### src/rtl/rgb_led_arbiter.sv
// Round-robin owner of the board RGB LED: latches the winner's colour and duty,
// shows it via PWM for HOLD_CYCLES, then keeps the LED dark for GAP_CYCLES.
module rgb_led_arbiter #(
  parameter int N_REQ       = 3,
  parameter int PWM_BITS    = 8,
  parameter int HOLD_CYCLES = 12000000,
  parameter int GAP_CYCLES  = 1200000
) (
  input  logic                         clk,
  input  logic                         rst,
  input  logic [N_REQ-1:0]             req,
  input  logic [3*N_REQ-1:0]           req_color,
  input  logic [PWM_BITS*N_REQ-1:0]    req_duty,
  output logic [N_REQ-1:0]             grant,
  output logic                         done,
  output logic                         busy,
  output logic                         red,
  output logic                         green,
  output logic                         blue
);

  localparam int LW = (N_REQ > 1) ? $clog2(N_REQ) : 1;
  localparam int HW = (HOLD_CYCLES > 1) ? $clog2(HOLD_CYCLES) : 1;
  localparam int GW = (GAP_CYCLES > 1) ? $clog2(GAP_CYCLES) : 1;
  localparam logic [HW-1:0] HOLD_LOAD = HW'(HOLD_CYCLES - 1);
  localparam logic [GW-1:0] GAP_LOAD  = GW'((GAP_CYCLES > 0) ? GAP_CYCLES - 1 : 0);
  localparam logic [LW-1:0] LAST_RST  = LW'(N_REQ - 1);

  typedef enum logic [1:0] {
    S_IDLE = 2'd0,
    S_SHOW = 2'd1,
    S_GAP  = 2'd2
  } state_t;

  state_t                r_state;
  logic [HW-1:0]         r_hold;
  logic [GW-1:0]         r_gap;
  logic [LW-1:0]         r_last;
  logic [PWM_BITS-1:0]   r_pwm;
  logic [PWM_BITS-1:0]   r_duty;
  logic [2:0]            r_color;

  logic                  w_found;
  logic [LW-1:0]         w_win;
  logic [LW-1:0]         w_cand;
  logic [2:0]            w_color [N_REQ];
  logic [PWM_BITS-1:0]   w_duty  [N_REQ];
  logic [2:0]            w_lit;

  genvar g;
  for (g = 0; g < N_REQ; g++) begin : g_unpack
    assign w_color[g] = req_color[3*g +: 3];
    assign w_duty[g]  = req_duty[PWM_BITS*g +: PWM_BITS];
  end

  // Candidates are visited from last+1 upward, so the first hit is the round-robin winner.
  always_comb begin
    w_found = 1'b0;
    w_win   = r_last;
    w_cand  = r_last;
    for (int k = 1; k <= N_REQ; k++) begin
      w_cand  = LW'((int'(r_last) + k) % N_REQ);
      w_win   = (!w_found && req[w_cand]) ? w_cand : w_win;
      w_found = w_found | req[w_cand];
    end
  end

  assign w_lit = ((r_state == S_SHOW) && (r_pwm < r_duty)) ? r_color : 3'b000;

  // Single FSM: arbitration, hold/gap timing, free-running PWM and the lagged LED pins.
  always_ff @(posedge clk) begin
    if (rst) begin
      r_state <= S_IDLE;
      r_hold  <= {HW{1'b0}};
      r_gap   <= {GW{1'b0}};
      r_last  <= LAST_RST;
      r_pwm   <= {PWM_BITS{1'b0}};
      r_duty  <= {PWM_BITS{1'b0}};
      r_color <= 3'b000;
      grant   <= {N_REQ{1'b0}};
      done    <= 1'b0;
      busy    <= 1'b0;
      red     <= 1'b1;
      green   <= 1'b1;
      blue    <= 1'b1;
    end else begin
      r_pwm <= r_pwm + PWM_BITS'(1);
      red   <= ~w_lit[2];
      green <= ~w_lit[1];
      blue  <= ~w_lit[0];
      case (r_state)
        S_IDLE: begin
          if (w_found) begin
            r_state <= S_SHOW;
            r_last  <= w_win;
            r_color <= w_color[w_win];
            r_duty  <= w_duty[w_win];
            grant   <= N_REQ'(1) << w_win;
            r_hold  <= HOLD_LOAD;
            busy    <= 1'b1;
            done    <= (HOLD_CYCLES == 1);
          end else begin
            r_state <= S_IDLE;
          end
        end
        S_SHOW: begin
          if (r_hold == {HW{1'b0}}) begin
            grant <= {N_REQ{1'b0}};
            done  <= 1'b0;
            if (GAP_CYCLES == 0) begin
              r_state <= S_IDLE;
              busy    <= 1'b0;
            end else begin
              r_state <= S_GAP;
              r_gap   <= GAP_LOAD;
            end
          end else begin
            r_hold <= r_hold - HW'(1);
            done   <= (r_hold == HW'(1));
          end
        end
        S_GAP: begin
          if (r_gap == {GW{1'b0}}) begin
            r_state <= S_IDLE;
            busy    <= 1'b0;
          end else begin
            r_gap <= r_gap - GW'(1);
          end
        end
        default: begin
          r_state <= S_IDLE;
          grant   <= {N_REQ{1'b0}};
          done    <= 1'b0;
          busy    <= 1'b0;
        end
      endcase
    end
  end

endmodule

### config.mk
export PLATFORM = sky130hd
export DESIGN_NAME = rgb_led_arbiter
export DESIGN_NICKNAME = d
export VERILOG_FILES = /design/src/rtl/rgb_led_arbiter.sv
export SDC_FILE = /design/constraint.sdc
export NUM_CORES = 1
export LEC_CHECK = 0
export ABC_AREA = 0
export BUFFER_PORTS_ARGS = -buffer_cell sky130_fd_sc_hd__buf_4
export CORE_UTILIZATION = 59
export DETAILED_ROUTE_END_ITERATION = 10
export PLACE_DENSITY = 0.8
export SLEW_MARGIN = 20
export SYNTH_ARGS = -nofsm -noshare
export SYNTH_HDL_FRONTEND = slang
export SYNTH_SLANG_ARGS = --single-unit
### constraint.sdc
create_clock -name clk -period 2.68 [get_ports clk]
set_input_delay 0.402 -clock clk [delete_from_list [all_inputs] [get_ports clk]]
set_output_delay 0.402 -clock clk [all_outputs]
set_load 0.02 [all_outputs]
**Yosys cells after proc, flatten, opt, wreduce, memory -nomap -nowiden**

Cells that the tools add are included.

- Register bits: 76
- Input bits: 38
- Output and inout bits: 8
- Logic and storage cells: 96

- Add/subtract/negate cells: 6
- Div/mod/pow operators: 3
- Magnitude comparators: 5
- Equal/unequal tests: 8
- Shift-type cells: 1
- Multiplexer cells: 35
- Bitwise operators: 8
- Reduce and logical (&&, ||, !) cells: 17

Operators by type and width:

| operator | number |
|---|---|
| $mod A32 B3 Y32 const B | 3 |
| $mux W24 | 2 |
| $pmux W24 S2 | 1 |
| $mux W21 | 2 |
| $pmux W21 S2 | 1 |
| $eq A24 B1 Y1 const B | 1 |
| $logic_not A24 Y1 | 1 |
| $sub A24 B1 Y24 const B | 1 |
| $logic_not A21 Y1 | 1 |
| $sub A21 B1 Y21 const B | 1 |
| $bmux W8 S2 | 1 |
| $mux W8 | 2 |
| $mux W3 | 5 |
| $reduce_and A3 Y1 | 4 |
| $mux W2 | 5 |
| $lt A2 B3 Y1 const B | 3 |
| $pmux W3 S3 | 1 |
| $add A8 B1 Y8 const B | 1 |
| $lt A8 B8 Y1 | 1 |
| $mux W1 | 8 |
| $ne A2 B2 Y1 const B | 4 |
| $add A2 B2 Y3 const B | 2 |
| $bmux W1 S2 | 3 |
| $bmux W3 S2 | 1 |
| 16 further kinds | 28 |

**Depth between registers and ports, before layout**

- Depth in word-level cells: 12
- Mapped depth: 11
- Mapped depth without buffers: 8

**Least setup slack after synthesis**

OpenSTA, ideal clock, no wires.

- Kind: register -> register
- Start point: reg r_last[0]
- End point: reg r_color[0]
- Setup time: 84 ps
- Arrival: 2374 ps
- Data required time: 2596 ps
- Setup slack: 222 ps
- Cell stages (with the launch flop): 11
- Clock period less this slack: 2458 ps
- Cell sequence: dfxtp_1 > inv_1 > ha_1 > buf_2 > mux2i_1 > o22ai_1 > o32a_1 > or2_2 > clkbuf_1 > or4_4 > o221ai_1

- Cells in the longest elaborated chain, start to end: 12

Ends and longest elaborated chain:

| item | line | RTL |
|---|---|---|
| from (decl) | 38 | `logic [LW-1:0] r_last;` |
| from (signal assigned) | 95 | `r_last <= w_win;` |
| $add A2 B1 Y3 / $add A2 B2 Y3 (equally long branches) | 62 | `w_cand = LW'((int'(r_last) + k) % N_REQ);` |
| $mod A32 B3 Y32 | 62 |  |
| $bmux W1 S2 | 63, 64 |  |
| $mux W1 (not written as such) | 63, 64 |  |
| $logic_not A1 Y1 / $or A1 B1 Y1 (equally long branches) | 63, 64 |  |
| $logic_and A1 B1 Y1 / $logic_not A1 Y1 (equally long branches) | 63 | `w_win = (!w_found && req[w_cand]) ? w_cand : w_win;` |
| $mux W2 / $logic_and A1 B1 Y1 (equally long branches) | 63 |  |
| $mux W2 | 63 |  |
| $not A2 Y3 (not written as such) | 96 | `r_color <= w_color[w_win];` |
| $bmux W3 S2 | 96 |  |
| $mux W3 (not written as such) (2 in series) | 96 |  |
| to (signal assigned) | 96 |  |
| to (decl) | 41 | `logic [2:0] r_color;` |

Parallel ways exist; a longest one is shown, timed or not. The select of a mux whose other input is x is not followed.
A chain may end at the register's enable or synchronous reset.

**Worst setup path after layout**

- Start point: reg r_last[0]
- End point: reg r_color[1]

Same word-level chain as after synthesis.

==> results.json <==
{
  "drt-total-wl_um": 9610,
  "synth.area.top_cells": "dfxtp_1 37%, xor2_1 6.0%, ha_1 4.6%",
  "power.leakage_nw": 1.89,
  "yosysSeqAreaShare": 0.372,
  "htree_levels": 3,
  "syn_inst": 479,
  "clock_path_buffers": 2,
  "drtPass1Iterations": 4,
  "synth_edf_count": 0,
  "clk_latency_ns": 0.36,
  "initial_utilization": 0.626,
  "overflow": 0,
  "postLayoutCellArea_mm2": 0.00475,
  "grt_max_degree": 61,
  "syn_to_final_growth_pct": 16.2,
  "cp_max_fo": 7,
  "p_per_area_mw_per_mm2": 756,
  "diodes": 0,
  "synth_top_area_share": 0.372,
  "core_mm2": 0.00653,
  "die_h_um": 85.3,
  "tightest_slew_ns": 0.983,
  "grt_pass1_vias": 3396,
  "status": "complete, no violations",
  "syn_area_mm2": 0.00409,
  "dieWidth_um": 85.3,
  "synth.top_cells.by_count": "76 x dfxtp_1, 41 x nor2_1, 35 x nor3_1",
  "cts.sinks": 76,
  "antenna_found_initial": 0,
  "portBuffers": 45,
  "hold_violations": 0,
  "yosys_warnings": 0,
  "drive_gt1_frac": 0.177,
  "fin_skew_ns": 0.0146,
  "clk_pin_slew_ns": 0.08,
  "cp-start-kind": "flop",
  "grt_pass1_wl_um": 15800,
  "synth-seq-cells": 76,
  "postLayoutCoreUtil": 0.727,
  "hpwlAfterDp_um": 6740,
  "final_antenna_net_count": 0,
  "wire_per_inst_um": 15.8,
  "slew_viol_final": 0,
  "num_vias": 3721,
  "clock.fmax_mhz": 392,
  "placed_area_mm2": 0.00453,
  "required_ns": 2.95,
  "synthMuxAreaShare": 0.0318,
  "globalplace.congestion": 0.821,
  "yosysUniqueCellTypes": 53,
  "yosysTopAreaCell": "dfxtp_1",
  "cts_tree": "yes",
  "setup_tns_ns": 0,
  "worst_setup_path_end_kind": "flop",
  "min_period_over_period": 0.953,
  "cap_violations": 0,
  "ir_worst_vdd_mv": 0.447,
  "viasPerCell": 6.11,
  "post-route-min-period_ns": 2.55,
  "cts_made_buffers": 9,
  "cts_root_buf": "clkbuf_8",
  "cts_hold_buf": 0,
  "die-area_mm2": 0.00727,
  "synth_top_family_by_area": "simple AND/OR/NAND/NOR gates",
  "min_path_type": "primary input to flop",
  "syn_nets": 532,
  "yosys.area_share.simple": 0.238,
  "grt_usage": 0.272,
  "max_slew_margin": 0.342,
  "drt_iter0_drc": 234,
  "synth_compound_area_frac": 0.176,
  "synth_ff_type": "dfxtp_1",
  "setup_viol": 0,
  "synth.avg_cell_area_um2": 8.54,
  "synthXorXnorAreaFrac": 0.0878,
  "nFillCells": 521,
  "critPathArrivalTime_ns": 2.83,
  "rows": 29,
  "path_class": "flop to flop",
  "synthArstFlopShare": 0,
  "nets": 580,
  "synthAdderAreaFrac": 0.0459,
  "io_pins": 46,
  "drc": 0,
  "synth.most_common_cell": "dfxtp_1"
}
## layer usage
layer,wire [µm],track usage
met5,0,0
met4,108,0.0864
met3,438,0.0554
met2,4640,0.436
met1,4420,0.370
## worst max-delay path: stages, from the launching register on
cell and delay [ns]:
dfxtp_1 0.40, inv_1 0.08, ha_2 0.37, or4_1 0.15
o211ai_1 0.15, or4_4 0.56, or4_4 0.58, o221ai_1 0.19
## timing repair
| action | in CTS | in global routing |
|---|---|---|
| setup endpoints to repair | 0 | 9 |
| buffers inserted | 0 | 1 |
| resized for setup | 0 | 3 |
## stage by stage
stage	worst slack [ns]	total power [W]	hold WS, ns	instances
final	0.126	0.00359	0.328	609
after floorplan	0.222	0.00233	0.385	479
after CTS	0.143	0.00358	0.325	608
after detailed placement	0.147	0.00270	0.409	592
after global placement	0.238	0.00264	0.411	592
after global routing	-0.0150	0.00381	0.320	609
## registers in the layout, summed over array words and instances, names as in the netlist
| name | cells |
|---|---|
| blue | 1 |
| busy | 1 |
| done | 1 |
| grant | 3 |
| green | 1 |
| r_color | 3 |
| r_duty | 8 |
| r_gap | 21 |
| r_hold | 24 |
| r_last | 2 |
| r_pwm | 8 |
| r_state | 2 |
| red | 1 |
## final cells by class
type	count	area [µm²]	share of cell area
Clock buffer	9	124	0.0261
Inverter	22	82.6	0.0174
Clock inverter	7	75.1	0.0158
Sequential cell	76	1520	0.320
Timing Repair Buffer	63	473	0.0996
Multi-Input combinational cell	355	2380	0.501
Tap cell	77	96.3	0.0203
## kinds of logic (layout without fill, tap and decap cells)
group / after synthesis / after routing
XOR/XNOR: 41 / 41
adder cells (fa/ha/maj): 15 / 15
AO/OA/AOI/OAI: 106 / 106
buffers and inverters: 48 / 101
flip-flops: 76 / 76
multiplexers: 13 / 13
AND/OR/NAND/NOR: 180 / 180
## path summary, 6_finish.rpt
kind / start / endpoint / slack [ns] / cells past startpoint
worst max-delay path: r_last[0] / r_color[1] / 0.13 / 7
worst min-delay path: req_duty[12] / r_duty[4] / 0.33 / 3
worst max register to register: r_last[0] / r_color[1] / 0.13 / 7
worst min register to register: r_color[1] / green / 0.43 / 1
## cells in the final DEF (no fill, tap or decap), types with 14 or more instances in the layout
cell type / count
a21oi_1: 32
buf_4: 63
dfxtp_1: 76
ha_1: 14
inv_1: 22
nand2_1: 19
nand4_1: 15
nor2_1: 41
nor3_1: 35
xor2_1: 28
## power breakdown
group / internal (W) / switching (W) / leakage (nW) / total (W)
Clock: 0.000433 / 0.000451 / 0.0918 / 0.000884
Sequential: 0.00129 / 0.000156 / 0.622 / 0.00145
Combinational: 0.000556 / 0.000704 / 1.18 / 0.00126
Total: 0.00228 / 0.00131 / 1.89 / 0.00359
No activity file was read; power rests on OpenSTA's default activity.
